## src/rtl/remote_pkg.sv

```systemverilog
// Shared types and NEC protocol constants for the IR transmitter.
package remote_pkg;

  typedef enum logic [2:0] {
    ST_IDLE,
    ST_LEAD_MARK,
    ST_LEAD_SPACE,
    ST_BIT_MARK,
    ST_BIT_SPACE,
    ST_STOP_MARK
  } state_e;

  localparam int LEAD_MARK_T    = 16;
  localparam int LEAD_SPACE_T   = 8;
  localparam int REPEAT_SPACE_T = 4;
  localparam int BIT_MARK_T     = 1;
  localparam int ONE_SPACE_T    = 3;
  localparam int ZERO_SPACE_T   = 1;
  localparam int STOP_T         = 1;
  localparam int FRAME_BITS     = 32;
  localparam int BIT_CNT_W      = $clog2(FRAME_BITS);

  // Length in T units of the given state for the current frame and bit.
  function automatic logic [4:0] state_units(state_e s, logic rpt, logic bit_val);
    case (s)
      ST_LEAD_MARK:  return 5'(LEAD_MARK_T);
      ST_LEAD_SPACE: return rpt ? 5'(REPEAT_SPACE_T) : 5'(LEAD_SPACE_T);
      ST_BIT_MARK:   return 5'(BIT_MARK_T);
      ST_BIT_SPACE:  return bit_val ? 5'(ONE_SPACE_T) : 5'(ZERO_SPACE_T);
      ST_STOP_MARK:  return 5'(STOP_T);
      default:       return 5'd1;
    endcase
  endfunction

endpackage

```

## src/rtl/ir_carrier_gen.sv

```systemverilog
// Free-running carrier counter; 'carrier' is the phase the next cycle will have,
// so the caller can register it alongside its own next-state outputs.
module ir_carrier_gen #(
  parameter int CARRIER_DIV  = 1316,
  parameter int CARRIER_HIGH = 439
) (
  input  logic sys_clk,
  input  logic sys_rst_n,
  input  logic restart,
  output logic carrier
);

  localparam int CW = (CARRIER_DIV > 1) ? $clog2(CARRIER_DIV) : 1;

  logic [CW-1:0] cnt_q, cnt_d;

  // NOTE: every signal written in always_comb gets a default first, otherwise
  // a missed branch silently infers a latch.
  always_comb begin
    cnt_d = cnt_q + 1'b1;
    if (restart || cnt_q == CW'(CARRIER_DIV - 1)) cnt_d = '0;
  end

  assign carrier = 32'(cnt_d) < CARRIER_HIGH;

  // NOTE: sequential state uses non-blocking assignments only, so every flop
  // samples pre-edge values regardless of process ordering.
  always_ff @(posedge sys_clk or negedge sys_rst_n) begin
    if (!sys_rst_n) cnt_q <= '0;
    else            cnt_q <= cnt_d;
  end

endmodule

```

## src/rtl/remote_send.sv

```systemverilog
// NEC infrared transmitter: FSM, T-unit timing, 32-bit shift register and
// registered envelope/LED outputs.
module remote_send
  import remote_pkg::*;
#(
  parameter int UNIT_CYCLES  = 28125,
  parameter int CARRIER_DIV  = 1316,
  parameter int CARRIER_HIGH = 439
) (
  input  logic       sys_clk,
  input  logic       sys_rst_n,
  input  logic       tx_start,
  input  logic       tx_repeat,
  input  logic [7:0] tx_addr,
  input  logic [7:0] tx_cmd,
  output logic       tx_busy,
  output logic       tx_done,
  output logic       ir_env,
  output logic       ir_out
);

  localparam int CYC_W = (UNIT_CYCLES > 1) ? $clog2(UNIT_CYCLES) : 1;

  state_e               state_q, state_d;
  logic [CYC_W-1:0]     cyc_q, cyc_d;
  logic [4:0]           unit_q, unit_d;
  logic [BIT_CNT_W-1:0] bit_q, bit_d;
  logic [31:0]          shift_q, shift_d;
  logic                 rpt_q, rpt_d;
  logic                 env_q, env_d, out_q, out_d;
  logic                 busy_q, busy_d, done_q, done_d;
  logic                 tick, last_unit, restart, carrier;
  logic [4:0]           dur;

  assign tick      = cyc_q == CYC_W'(UNIT_CYCLES - 1);
  assign dur       = state_units(state_q, rpt_q, shift_q[0]);
  assign last_unit = tick && (unit_q == dur - 5'd1);

  always_comb begin
    state_d = state_q;
    cyc_d   = cyc_q;
    unit_d  = unit_q;
    bit_d   = bit_q;
    shift_d = shift_q;
    rpt_d   = rpt_q;
    done_d  = 1'b0;

    if (state_q == ST_IDLE) begin
      cyc_d  = '0;
      unit_d = '0;
      bit_d  = '0;
      // Full frame wins when both requests are present.
      if (tx_start) begin
        state_d = ST_LEAD_MARK;
        shift_d = {~tx_cmd, tx_cmd, ~tx_addr, tx_addr};
        rpt_d   = 1'b0;
      end else if (tx_repeat) begin
        state_d = ST_LEAD_MARK;
        rpt_d   = 1'b1;
      end
    end else begin
      cyc_d = tick ? '0 : cyc_q + 1'b1;
      if (tick) unit_d = unit_q + 1'b1;
      if (last_unit) begin
        unit_d = '0;
        case (state_q)
          ST_LEAD_MARK:  state_d = ST_LEAD_SPACE;
          ST_LEAD_SPACE: state_d = rpt_q ? ST_STOP_MARK : ST_BIT_MARK;
          ST_BIT_MARK:   state_d = ST_BIT_SPACE;
          ST_BIT_SPACE: begin
            shift_d = shift_q >> 1;
            bit_d   = bit_q + 1'b1;
            state_d = (bit_q == BIT_CNT_W'(FRAME_BITS - 1)) ? ST_STOP_MARK : ST_BIT_MARK;
          end
          ST_STOP_MARK: begin
            state_d = ST_IDLE;
            done_d  = 1'b1;
          end
          default: state_d = ST_IDLE;
        endcase
      end
    end
  end

  // Outputs are registered from next-state values so they line up with state_q.
  assign env_d   = (state_d == ST_LEAD_MARK) || (state_d == ST_BIT_MARK) ||
                   (state_d == ST_STOP_MARK);
  assign restart = env_d && (state_d != state_q);
  assign out_d   = env_d && carrier;
  assign busy_d  = state_d != ST_IDLE;

  ir_carrier_gen #(
    .CARRIER_DIV  (CARRIER_DIV),
    .CARRIER_HIGH (CARRIER_HIGH)
  ) u_carrier (
    .sys_clk   (sys_clk),
    .sys_rst_n (sys_rst_n),
    .restart   (restart),
    .carrier   (carrier)
  );

  // NOTE: the shift register is an ordinary flop vector, not a RAM, so it is
  // reset with everything else and no stale data can leak into a new frame.
  always_ff @(posedge sys_clk or negedge sys_rst_n) begin
    if (!sys_rst_n) begin
      state_q <= ST_IDLE;
      cyc_q   <= '0;
      unit_q  <= '0;
      bit_q   <= '0;
      shift_q <= '0;
      rpt_q   <= 1'b0;
      env_q   <= 1'b0;
      out_q   <= 1'b0;
      busy_q  <= 1'b0;
      done_q  <= 1'b0;
    end else begin
      state_q <= state_d;
      cyc_q   <= cyc_d;
      unit_q  <= unit_d;
      bit_q   <= bit_d;
      shift_q <= shift_d;
      rpt_q   <= rpt_d;
      env_q   <= env_d;
      out_q   <= out_d;
      busy_q  <= busy_d;
      done_q  <= done_d;
    end
  end

  assign ir_env  = env_q;
  assign ir_out  = out_q;
  assign tx_busy = busy_q;
  assign tx_done = done_q;

endmodule
```

## config.mk

```make
export PLATFORM = sky130hd
export DESIGN_NAME = remote_send
export DESIGN_NICKNAME = d
export VERILOG_FILES = /design/src/rtl/remote_pkg.sv /design/src/rtl/ir_carrier_gen.sv /design/src/rtl/remote_send.sv
export SDC_FILE = /design/constraint.sdc
export NUM_CORES = 1
export LEC_CHECK = 0
export ABC_AREA = 1
export CAP_MARGIN = 20
export CORE_UTILIZATION = 40
export CTS_BUF_LIST = sky130_fd_sc_hd__clkbuf_16
export DETAILED_ROUTE_END_ITERATION = 10
export GPL_ROUTABILITY_DRIVEN = 1
export GPL_TIMING_DRIVEN = 1
export PLACE_DENSITY = 0.58
export SLEW_MARGIN = 20
export SYNTH_ARGS = -nofsm -noshare
export SYNTH_HDL_FRONTEND = slang
export SYNTH_SLANG_ARGS = --single-unit
```

## constraint.sdc

```tcl
create_clock -name sys_clk -period 8.1 [get_ports sys_clk]
set_clock_uncertainty 0.05 [all_clocks]
set_input_delay 1.62 -clock sys_clk [delete_from_list [all_inputs] [get_ports sys_clk]]
set_output_delay 1.62 -clock sys_clk [all_outputs]
set_load 0.02 [all_outputs]
```

=== Yosys cells after proc, flatten, opt, wreduce, memory -nomap -nowiden ===
Cells that the tools add are included.

* Register bits: 76
* Input port bits: 20
* Output and inout port bits: 4
* Logic and storage cells: 76

* $add $sub $neg: 5
* $lt $le $gt $ge: 1
* Eq/ne operators: 14
* Multiplexer cells: 28
* Bitwise logic cells: 2
* Reductions and logical operators: 15

{| class="wikitable"
|+ Operator list
! cell !! number
|-
| $mux 32 || 4
|-
| $mux 15 || 2
|-
| $mux 5 || 6
|-
| $mux 3 || 6
|-
| $not 8->8 || 2
|-
| $add 15x1->15 const B || 1
|-
| $eq 15x15->1 const B || 1
|-
| $pmux 5 s3 || 1
|-
| $pmux 3 s4 || 1
|-
| $add 11x1->11 const B || 1
|-
| $eq 11x11->1 const B || 1
|-
| $lt 11x9->1 const B || 1
|-
| $mux 11 || 1
|-
| $add 5x1->5 const B || 2
|-
| $eq 3x2->1 const B || 3
|-
| $eq 3x3->1 const B || 3
|-
| $eq 3x1->1 const B || 2
|-
| $reduce_bool 2->1 || 3
|-
| $reduce_bool 3->1 || 2
|-
| $eq 5x5->1 || 1
|-
| $eq 5x5->1 const B || 1
|-
| $mux 1 || 5
|-
| $sub 5x1->5 const B || 1
|-
| $mux 4 || 1
|-
| 8 further kinds || 13
|}

=== Longest topological paths before layout ===
Gate-level depths: netlist of the first run.

* Word-level depth: 15
* Gate-level depth with buffers: 22
* Depth with buffers taken out: 22

=== By module ===
From an unflattened synthesis of the first run, not the netlist that was laid out.

* Cell total of the unflattened synthesis: 528
* Area total of the unflattened synthesis: 4131.5 sq um

{| class="wikitable"
|+ Modules (own cells, without submodules)
! module !! times used !! cells an instance !! area an instance (sq um) !! seq. area each (sq um)
|-
| remote_send || 1 || 432 || 3399.5 || 1626.6
|-
| ir_carrier_gen || 1 || 96 || 732.0 || 275.3
|}

=== Least setup slack after synthesis of the first run ===
No wires, ideal clock.

* Path kind: input to register
* Start point: input tx_start
* End point: register shift_q[13]
* Setup time: 0.130 ns
* Data arrival time: 2.468 ns
* Data required time: 7.920 ns
* Slack: 5.451 ns
* Stages: 5
* Buffers on the path: 1
* Cell sequence: o211ai_1 -> nor2_8 -> inv_2 -> clkbuf_1 -> o21ai_1

* Cells in the longest elaborated chain, start to end: 2

{| class="wikitable"
|+ RTL lines
! what !! line !! text
|-
| start: declaration || remote_send.sv:12 || <nowiki>input logic tx_start,</nowiki>
|-
| $ne 2x2->1 (no source line) || - ||
|-
| $reduce_and 3->1 (no source line) || - ||
|-
| end signal: assignment || remote_send.sv:121 || <nowiki>shift_q <= shift_d;</nowiki>
|-
| end: declaration || remote_send.sv:28 || <nowiki>logic [31:0] shift_q, shift_d;</nowiki>
|}

Every way passes these cells.
A chain may end at the register's enable or synchronous reset.

=== Worst setup path in the final report of the first run ===
* Start point: register state_q[0]
* End point: register shift_q[9]

* Cells in the longest elaborated chain, start to end: 7
* Elaborated cells between the ends (all ways): 13
* Those cells by class: add/sub (1); eq/ne (5); mux (2); reduce/logical (5)

{| class="wikitable"
|+ RTL lines
! what !! line !! text
|-
| start: declaration || remote_send.sv:24 || <nowiki>state_e state_q, state_d;</nowiki>
|-
| start signal: assignment || remote_send.sv:117 || <nowiki>state_q <= state_d;</nowiki>
|-
| $eq 3x3->1 (tied with other cells) || remote_pkg.sv:25, remote_send.sv:66 ||
|-
| $pmux 5 s3 || remote_pkg.sv:25 || <nowiki>case (s)</nowiki>
|-
| $sub 5x1->5 || remote_send.sv:37 || <nowiki>assign last_unit = tick && (unit_q == dur - 5'd1);</nowiki>
|-
| $eq 5x5->1 || remote_send.sv:37 ||
|-
| $logic_and 1x1->1 || remote_send.sv:37 ||
|-
| $reduce_bool 2->1 (no source line) || - ||
|-
| $reduce_and 3->1 (no source line) || - ||
|}

Parallel ways exist; a longest one is shown, timed or not.

==> results.sh, run 1 <==
export IMPL_status="complete, no violations"
export IMPL_route_detailed_drc=0
export IMPL_first_iter_violations=116
export IMPL_synth_edf_count=0
export IMPL_hp_class="flop to flop"
export IMPL_cp_data_required_time_ns=8.25
export IMPL_yosys_warnings=0
export IMPL_cts_tree="built"
export IMPL_synth_cell_area_um2=3890
export IMPL_post_cts_repair_setup_buffers=0
export IMPL_synth_area_top_cells="dfrtp_1 49%, nand2_1 9.1%, inv_1 5.6%"
export IMPL_grt_pass1_vias=3069
export IMPL_die_area_um2=10100
export IMPL_powerDensity_nw_per_um2=180
export IMPL_portBuffers=23
export IMPL_synthCells=476
export IMPL_firstDrtPassIters=4
export IMPL_maxCapViolCount=0
export IMPL_path_clk_slew_ns=0.06
export IMPL_async_flop_share=1.00
export IMPL_post_drt_wl_per_cell_um=12.2
export IMPL_comb_power_share=0.019
export IMPL_synth_nets=503
export IMPL_synth_area_per_cell_um2=8.18
export IMPL_hold_violations=0
export IMPL_end_kind="flop"
export IMPL_ant_nets=0
export IMPL_cts_root_buf="clkbuf_16"
export IMPL_cp_arrival_ns=3.44
export IMPL_yosys_cell_count_top_type="nand2_1"
export IMPL_ctsHoldBuffers=0
export IMPL_vias_per_cell=4.86
export IMPL_antenna_found_initial=0
export IMPL_design_portCount=24
export IMPL_numCtsBuffers=9
export IMPL_synth_top_cell_area_share=0.489
export IMPL_fin_util=0.488
export IMPL_rsz0062_at_grt="no"
export IMPL_gp_congestion=0.823
export IMPL_postCtsResizedCells=0
export IMPL_antenna_cells=0
export IMPL_rows=35
export IMPL_ys_ff_latch=76
export IMPL_routed_via_count=3084
export IMPL_rr_startpoint="state_q[0]$_DFF_PN0_"
export IMPL_total_power_mw=0.821
export IMPL_timing_final_crit_period_ns=3.29
export IMPL_r2r_end="shift_q[9]$_DFFE_PN0P_"
export IMPL_chipHeight_um=101
export IMPL_clk_latency_ns=0.33
export IMPL_grt_pass1_wl_um=13600
export IMPL_synth_cell_types=36
export IMPL_ys_seq_area_frac=0.489
export IMPL_cp_max_fo=35
export IMPL_p_switching_mw=0.165
export IMPL_clockBufferDepth=2
export IMPL_track_usage=0.171
export IMPL_pwr_share_seq=0.462
export IMPL_slew_headroom=0.362
export IMPL_cts_sinks=76
export IMPL_hold_slack_ns=0.419
export IMPL_maxSlewViolCount=0
export IMPL_endpoint="shift_q[9]$_DFFE_PN0P_"
export IMPL_fmaxAchievable_ghz=0.304
export IMPL_leakage_nw=2.12
export IMPL_start_util=0.417
export IMPL_clkPwrFrac=0.518
export IMPL_setup_tns_ns=0
export IMPL_area_delta_synth_final_pct=16.9
export IMPL_critPathKind="flop to flop"
export IMPL_core_um2=9330
export IMPL_htreeDepth=3
export IMPL_grt_max_degree=77
export IMPL_reg2regPathDepth=19
export IMPL_drt_total_wl_um=7760
export IMPL_fin_crit_sh=0.406
export IMPL_cellInternalPower_mw=0.656
export IMPL_drive_gt1_frac=0.101
export IMPL_synth_ff_type="dfrtp_1"
export IMPL_switching_share=0.201
export IMPL_dp_hpwl_um=5370
export IMPL_r2r_slack_ns=4.81
export IMPL_worst_pin_slew_ns=0.958
export IMPL_die_w_um=101
export IMPL_nNetsFinal=527
export IMPL_setup_violations=0
export IMPL_crit_path_start="state_q[0]$_DFF_PN0_"
export IMPL_gr_total_overflow=0
export IMPL_vdd_drop_max_mv=0.102
export IMPL_yosysTopAreaCell="dfrtp_1"
export IMPL_start_kind="flop"
export IMPL_synth_top_cells_by_count="94 x nand2_1, 76 x dfrtp_1, 58 x inv_1"
## metal layers
metal	wire length (um)	GRT usage
met3	239	0.0354
met4	110	0.0635
met5	0	0
met2	3620	0.280
met1	3790	0.223
## worst max-delay path: stages, from the launching register on
cell and delay [ns]:
dfrtp_1 0.47, inv_2 0.14, nand2_1 0.14, nor2_1 0.19, nand2_1 0.10, ha_1 0.25
inv_1 0.09, nand2_1 0.05, nand2_1 0.09, nand3_1 0.07, nand2_1 0.08, nand2_1 0.09
nor2_4 0.12, nand3_2 0.12, nand2_1 0.13, inv_2 0.09, nor2_8 0.35, inv_2 0.31
nand2_1 0.15, o21ai_2 0.06
## power groups by stage
stage | clock network (mW) | registers, mW | logic (mW)
6_report | 0.425 | 0.380 | 0.0160
5_1_grt | 0.451 | 0.379 | 0.0183
4_1_cts | 0.434 | 0.380 | 0.0169
3_5_place_dp | 0 | 0.387 | 0.0169
3_3_place_gp | 0 | 0.387 | 0.0167
2_1_floorplan | 0 | 0.387 | 0.00000719
## cell usage in the layout, fill, tap and decap left out, drive strengths merged
master / synthesis / layout
a211oi: 1 / 1
a21oi: 9 / 9
a31oi: 10 / 10
and2: 1 / 1
and3: 1 / 1
buf: 5 / 2
bufinv: 0 / 2
clkbuf: 6 / 9
clkdlybuf4s50: 0 / 22
clkinv: 1 / 5
clkinvlp: 0 / 1
dfrtp: 76 / 76
ha: 7 / 7
inv: 66 / 66
nand2: 97 / 97
nand3: 30 / 30
nand4: 14 / 14
nor2: 49 / 49
nor3: 13 / 13
nor3b: 1 / 1
nor4: 3 / 3
o211ai: 3 / 3
o21a: 2 / 2
o21ai: 58 / 58
o22ai: 3 / 3
or2: 7 / 7
or3: 1 / 1
xnor2: 4 / 4
xor2: 8 / 8
## metrics by stage
step | setup WS (ns) | instances | instance area, um^2
2_1_floorplan | 5.45 | 476 | 3890
3_5_place_dp | 4.63 | 618 | 4230
5_1_grt | 4.37 | 634 | 4550
3_3_place_gp | 4.65 | 618 | 4230
4_1_cts | 4.81 | 634 | 4550
6_report | 4.81 | 634 | 4550
## cells by family after synthesis
logic type               count (synthesis)  share of synthesized area
buffers and inverters                   78                     0.0791
XOR/XNOR                                12                     0.0270
AO/OA/AOI/OAI                           86                      0.122
AND/OR/NAND/NOR                        217                      0.260
adder cells (fa/ha/maj)                  7                     0.0225
flip-flops                              76                      0.489
## flip-flops by register name, indices dropped and copies added (netlist names)
register / count
u_carrier.cnt_q: 11
tx_done: 1
unit_q: 5
state_q: 3
tx_busy: 1
shift_q: 32
cyc_q: 15
bit_q: 5
ir_out: 1
rpt_q: 1
ir_env: 1
## worst min-delay path by stage
stage / slack, ns / from / cells past startpoint / to
floorplan: 0.38 / cyc_q[0]$_DFF_PN0_ / 1 / cyc_q[0]$_DFF_PN0_
global placement: 0.41 / cyc_q[0]$_DFF_PN0_ / 1 / cyc_q[0]$_DFF_PN0_
detailed placement: 0.41 / shift_q[10]$_DFFE_PN0P_ / 2 / shift_q[10]$_DFFE_PN0P_
CTS: 0.43 / shift_q[10]$_DFFE_PN0P_ / 2 / shift_q[10]$_DFFE_PN0P_
global route: 0.45 / cyc_q[0]$_DFF_PN0_ / 1 / cyc_q[0]$_DFF_PN0_
finish: 0.42 / cyc_q[0]$_DFF_PN0_ / 1 / cyc_q[0]$_DFF_PN0_
## cell type report
| type | count | area, um^2 |
|---|---|---|
| inverter | 67 | 251 |
| sequential | 76 | 1900 |
| timing repair buffer | 24 | 235 |
| fill | 908 | 4780 |
| tap | 129 | 161 |
| clock inverter | 7 | 91.3 |
| clock buffer | 9 | 225 |
| multi-input combinational | 322 | 1680 |
(Power assumes the default switching activity.)
==> inputs of run 2 (changes only) <==
- clock period: 8.1 -> 3.2 ns (I/O delays scaled with it)
==> run 2 against run 1 <==
Net effect:
- final cell count up 0.47%
- combinational power grew to 2.6 times the previous value
- cell area is 0.85% higher
- non-clock buffer count up 2
- global-route usage rose by 0.55 points
- clock power grew to 2.5 times the previous value
- register-to-register slack got worse by 4.5 ns
- critical path type unchanged
==> results.sh, run 2 (synthesis results as in run 1) <==
export IMPL_ff_latch_area_um2=1900
export IMPL_cts_sinks=76
export IMPL_cp_arrival_ns=3.04
export IMPL_route_met3_wl_um=271
export IMPL_top_register="shift_q"
export IMPL_nNetsFinal=530
export IMPL_cts_tree="built"
export IMPL_start_util=0.417
export IMPL_grt_pass1_vias=3121
export IMPL_fin_util=0.492
export IMPL_ant_nets=0
export IMPL_portBuffers=23
export IMPL_grt_pass1_wl_um=14100
export IMPL_maxCapViolCount=0
export IMPL_chipHeight_um=101
export IMPL_postLayoutCellArea_um2=4590
export IMPL_path_delay_family="simple AND/OR/NAND/NOR gates"
export IMPL_leakage_nw=2.14
export IMPL_cp_max_fo=7
export IMPL_gr_total_overflow=0
export IMPL_final_common_cell="nand2_1"
export IMPL_fmaxAchievable_ghz=0.347
export IMPL_vias_per_cell=4.93
export IMPL_hp_class="input port to async pin"
export IMPL_end_kind="flop"
export IMPL_gp_congestion=0.848
export IMPL_timing_final_crit_period_ns=2.88
export IMPL_dr_max_layer_used="met4"
export IMPL_dp_hpwl_um=5440
export IMPL_crit_path_start="state_q[0]$_DFF_PN0_"
export IMPL_firstDrtPassIters=4
export IMPL_grt_max_degree=77
export IMPL_critPathKind="flop to flop"
export IMPL_drive_gt1_frac=0.112
export IMPL_core_um2=9330
export IMPL_wirelength_met1_um=3930
export IMPL_cts_root_buf="clkbuf_16"
export IMPL_critPathBufInv=2
export IMPL_placed_cells=620
export IMPL_slew_headroom=0.361
export IMPL_multi_input_area_um2=1700
export IMPL_fin_crit_sh=0.901
export IMPL_clockBufferDepth=2
export IMPL_cp_data_required_time_ns=3.36
export IMPL_wl_met2_um=3660
export IMPL_htreeDepth=3
export IMPL_setup_violations=0
export IMPL_crit_path_max_incr_delay_ns=0.45
export IMPL_rows=35
export IMPL_worst_pin_slew_ns=0.958
export IMPL_numCtsBuffers=9
export IMPL_layout_cells_non_filler=637
export IMPL_route_detailed_drc=0
export IMPL_rsz0062_at_grt="yes"
export IMPL_hold_violations=0
export IMPL_routed_via_count=3140
export IMPL_crit_slowest_cell="dfrtp_1"
export IMPL_area_delta_synth_final_pct=17.9
export IMPL_nFillCells=889
export IMPL_first_iter_violations=113
export IMPL_mostFrequentLayoutCells="93 x nand2_1, 76 x dfrtp_1, 58 x inv_1"
export IMPL_design_portCount=24
export IMPL_die_w_um=101
export IMPL_antenna_cells=0
export IMPL_post_drt_wl_per_cell_um=12.5
export IMPL_worst_path_most_repeated_cell="nand2_1"
export IMPL_powerDensity_nw_per_um2=452
export IMPL_die_area_um2=10100
export IMPL_antenna_found_initial=0
export IMPL_placed_cell_area_um2=4250
export IMPL_start_kind="flop"
export IMPL_vdd_drop_max_mv=0.232
export IMPL_clk_latency_ns=0.33
export IMPL_maxSlewViolCount=0
export IMPL_drt_total_wl_um=7940
export IMPL_track_usage=0.176
export IMPL_reg_largest_list="shift_q (32), cyc_q (15), u_carrier.cnt_q (11)"
export IMPL_cp_cell_sequence="inv_2 > nand2_2 > nor2_2 > nand2_1 > ha_1 > inv_1 > nand2_1 > nand2_1 > nand3_1 > nand2_1 > nand2_1 > nor2_4 > nand3_2 > nand2_1 > nand2_1 > nand2_1 > nand3_2 > nand3_1 > nand2_1 > nor2_1 > a21oi_1"
export IMPL_ctsHoldBuffers=0
export IMPL_rr_startpoint="state_q[0]$_DFF_PN0_"
export IMPL_status="complete, no violations"
export IMPL_path_clk_slew_ns=0.06
export IMPL_largest_reg_flops=32
## run 2: path summary, 6_finish.rpt
check / to / slack [ns] / depth (start not counted)
worst max-delay path: ir_out$_DFF_PN0_ / 0.32 / 21
worst min-delay path: cyc_q[5]$_DFF_PN0_ / 0.41 / 1
worst max register to register: ir_out$_DFF_PN0_ / 0.32 / 21
worst min register to register: cyc_q[0]$_DFF_PN0_ / 0.41 / 1
max in group asynchronous: shift_q[0]$_DFFE_PN0P_ / 2.07 / 1
min in group sys_clk: cyc_q[0]$_DFF_PN0_ / 0.41 / 1
## run 2: cell type report
type / instances / share of cell area
timing repair buffer: 26 / 0.0545
multi-input combinational: 323 / 0.371
clock buffer: 9 / 0.0491
inverter: 67 / 0.0554
clock inverter: 7 / 0.0199
tap: 129 / 0.0352
sequential: 76 / 0.415
## run 2: what timing repair did
item | 4_1_cts | 5_1_grt
gates resized for setup | 0 | 5
setup endpoints to repair | 0 | 35
buffers inserted | 0 | 0
## run 2: stage by stage
| stage | hold slack [ns] | worst slack (ns) | TNS (ns) | total power [mW] |
|---|---|---|---|---|
| after detailed placement | 0.406 | 0.132 | 0 | 1.02 |
| after floorplan | 0.294 | 0.596 | 0 | 0.979 |
| final | 0.406 | 0.317 | 0 | 2.07 |
| after CTS | 0.414 | 0.0916 | 0 | 2.10 |
| after global routing | 0.435 | -0.0119 | -0.0159 | 2.15 |
| after global placement | 0.402 | 0.263 | 0 | 1.02 |
## run 2: worst reg2reg max path: stages (launching register included)
cell and delay, ns:
dfrtp_1 0.45, inv_2 0.14, nand2_2 0.11, nor2_2 0.14
nand2_1 0.09, ha_1 0.24, inv_1 0.09, nand2_1 0.05
nand2_1 0.09, nand3_1 0.08, nand2_1 0.08, nand2_1 0.08
nor2_4 0.12, nand3_2 0.13, nand2_1 0.09, nand2_1 0.11
nand2_1 0.11, nand3_2 0.14, nand3_1 0.15, nand2_1 0.07
nor2_1 0.09, a21oi_1 0.08
## run 2: power breakdown
group          switching (mW)  total, mW  internal, mW
logic                  0.0215     0.0411        0.0197
registers                   0      0.961         0.961
clock network           0.390       1.07         0.679
total                   0.412       2.07          1.66
## run 2: routing by layer
metal  vias up  GRT usage
li1       1618          -
met1      1463      0.232
met2        53      0.287
met3         6     0.0416
met4         0     0.0580
met5         -          0
==> inputs of run 3 (changes only) <==
- ABC_AREA: 1 -> default
==> run 3 against run 2 <==
Net effect:
- total power rose by 36%
- worst setup slack got worse by 0.071 ns
- wire length fell by 0.74%
- synthesized cell count decreased by 16%
- maximum frequency decreased by 2.4%
- sequential power rose by 34%
- hold slack worse by 0.26 ns
- register-to-register slack got worse by 0.07 ns
- critical path type unchanged
==> results.sh, run 3 <==
export IMPL_htreeDepth=3
export IMPL_numCtsBuffers=9
export IMPL_ctsHoldBuffers=0
export IMPL_core_um2=9860
export IMPL_grt_pass1_vias=2840
export IMPL_gp_congestion=0.866
export IMPL_cp_data_required_time_ns=3.35
export IMPL_hold_violations=0
export IMPL_post_drt_wl_per_cell_um=14.2
export IMPL_firstDrtPassIters=4
export IMPL_worst_pin_slew_ns=0.643
export IMPL_clk_latency_ns=0.33
export IMPL_synth_edf_count=0
export IMPL_leakage_nw=1.95
export IMPL_chipHeight_um=103
export IMPL_reg_largest_list="shift_q (32), cyc_q (15), u_carrier.cnt_q (11)"
export IMPL_path_clk_slew_ns=0.06
export IMPL_postCtsResizedCells=0
export IMPL_fin_crit_sh=0.923
export IMPL_yosys_cell_count_top_type="dfrtp_1"
export IMPL_slew_headroom=0.567
export IMPL_synth_ff_type="dfrtp_1"
export IMPL_ys_ff_latch=76
export IMPL_vdd_drop_max_mv=0.330
export IMPL_nNetsFinal=447
export IMPL_routed_via_count=2949
export IMPL_setup_tns_ns=0
export IMPL_grt_max_degree=77
export IMPL_grt_pass1_wl_um=13500
export IMPL_antenna_found_initial=0
export IMPL_synth_area_top_cells="dfrtp_1 46%, mux2_2 13%, xnor2_1 4.3%"
export IMPL_fmaxAchievable_ghz=0.339
export IMPL_dp_hpwl_um=5310
export IMPL_portBuffers=23
export IMPL_top_register="shift_q"
export IMPL_die_area_um2=10700
export IMPL_end_kind="flop"
export IMPL_area_delta_synth_final_pct=16.7
export IMPL_antenna_cells=0
export IMPL_start_kind="flop"
export IMPL_cts_tree="built"
export IMPL_powerDensity_nw_per_um2=588
export IMPL_clockBufferDepth=2
export IMPL_synth_top_cell_area_share=0.462
export IMPL_postLayoutCellArea_um2=4800
export IMPL_timing_final_crit_period_ns=2.95
export IMPL_status="complete, no violations"
export IMPL_cts_sinks=76
export IMPL_critPathKind="flop to flop"
export IMPL_route_detailed_drc=0
export IMPL_rows=36
export IMPL_final_common_cell="dfrtp_1"
export IMPL_first_iter_violations=122
export IMPL_die_w_um=103
export IMPL_rsz0062_at_grt="no"
export IMPL_synthCells=400
export IMPL_maxSlewViolCount=0
export IMPL_cp_arrival_ns=3.11
export IMPL_synth_top_cells_by_count="76 x dfrtp_1, 46 x mux2_2, 37 x nor2_1"
export IMPL_async_flop_share=1.00
export IMPL_largest_reg_flops=32
export IMPL_nFillCells=917
export IMPL_cp_max_fo=8
export IMPL_post_cts_repair_setup_buffers=0
export IMPL_setup_violations=0
export IMPL_ant_nets=0
export IMPL_yosysTopAreaCell="dfrtp_1"
export IMPL_mostFrequentLayoutCells="75 x dfrtp_1, 46 x mux2_2, 37 x nor2_1"
export IMPL_gr_total_overflow=0
export IMPL_drive_gt1_frac=0.193
export IMPL_synth_area_per_cell_um2=10.3
export IMPL_start_util=0.417
export IMPL_yosys_warnings=0
export IMPL_cts_root_buf="clkbuf_16"
export IMPL_placed_cell_area_um2=4460
export IMPL_maxCapViolCount=0
export IMPL_synth_nets=427
export IMPL_design_portCount=24
export IMPL_track_usage=0.164
export IMPL_synth_cell_types=58
export IMPL_synth_cell_area_um2=4110
export IMPL_vias_per_cell=5.29
export IMPL_ys_seq_area_frac=0.462
export IMPL_hp_class="input port to async pin"
export IMPL_drt_total_wl_um=7890
[run 3: changes by cell type after synthesis, sizes merged, moves of 11 or more]
cell   previous run  this run
inv              66        17
nor2             49        37
o21ai            58        21
xnor2             4        20
mux2              0        46
nand2            97        33
nand4            14         3
[run 3: layer usage]
| metal | global-route usage | wire (um) | vias to the layer above |
|---|---|---|---|
| met4 | 0.0455 | 97 | 0 |
| met3 | 0.0477 | 257 | 9 |
| met2 | 0.265 | 3840 | 36 |
| li1 | - | - | 1463 |
| met5 | 0 | 0 | - |
| met1 | 0.215 | 3690 | 1441 |
[run 3: cell families (layout without fill, tap and decap cells)]
kind of cell	after synthesis	count (layout)	synth area share
AO/OA/AOI/OAI	59	59	0.0989
XOR/XNOR	29	29	0.0618
adder cells (fa/ha/maj)	7	7	0.0213
buffers and inverters	38	62	0.0447
flip-flops	76	76	0.462
multiplexers	50	50	0.136
AND/OR/NAND/NOR	141	141	0.175
[run 3: area by class of cell]
cell class | instances | area (um^2) | share of cell area
Sequential cell | 76 | 1900 | 0.397
Inverter | 17 | 63.8 | 0.0133
Multi-Input combinational cell | 286 | 2040 | 0.425
Timing Repair Buffer | 30 | 313 | 0.0652
Tap cell | 133 | 166 | 0.0347
Clock buffer | 9 | 225 | 0.0469
Clock inverter | 6 | 88.8 | 0.0185
[run 3: final timing paths]
path,from,to,slack (ns),cells after the start
max in group asynchronous,sys_rst_n,bit_q[1]$_DFFE_PN0P_,2.38,2
worst min-delay path,sys_rst_n,cyc_q[8]$_DFF_PN0_,0.15,1
worst max-delay path,state_q[0]$_DFF_PN0_,tx_busy$_DFF_PN0_,0.25,9
worst max register to register,state_q[0]$_DFF_PN0_,tx_busy$_DFF_PN0_,0.25,9
worst min register to register,shift_q[23]$_DFFE_PN0P_,shift_q[23]$_DFFE_PN0P_,0.44,1
min in group sys_clk,shift_q[23]$_DFFE_PN0P_,shift_q[23]$_DFFE_PN0P_,0.44,1
[run 3: critical path, stage by stage (launching register included)]
cell and delay, ns:
dfrtp_1 0.46, nor2_1 0.18, nand3_1 0.10, ha_2 0.23
and3_2 0.23, a211oi_2 0.16, xnor2_1 0.17, nor3_1 0.37
mux2_2 0.42, or4_1 0.46
[run 3: metrics by stage]
step                hold slack, ns  setup slack, ns  utilization  instances  power, mW
global placement             0.429            0.317        0.452        541       1.74
detailed placement           0.422            0.228        0.452        541       1.77
finish                       0.149            0.246        0.487        557       2.82
global route                 0.169           0.0310        0.487        557       2.98
CTS                          0.445            0.221        0.484        556       2.85
floorplan                    0.294           0.0467            -        400       1.62
[run 3: power by group]
group / internal (mW) / switching (mW)
logic: 0.248 / 0.207
clock network: 0.679 / 0.395
registers: 1.14 / 0.152
total: 2.07 / 0.754
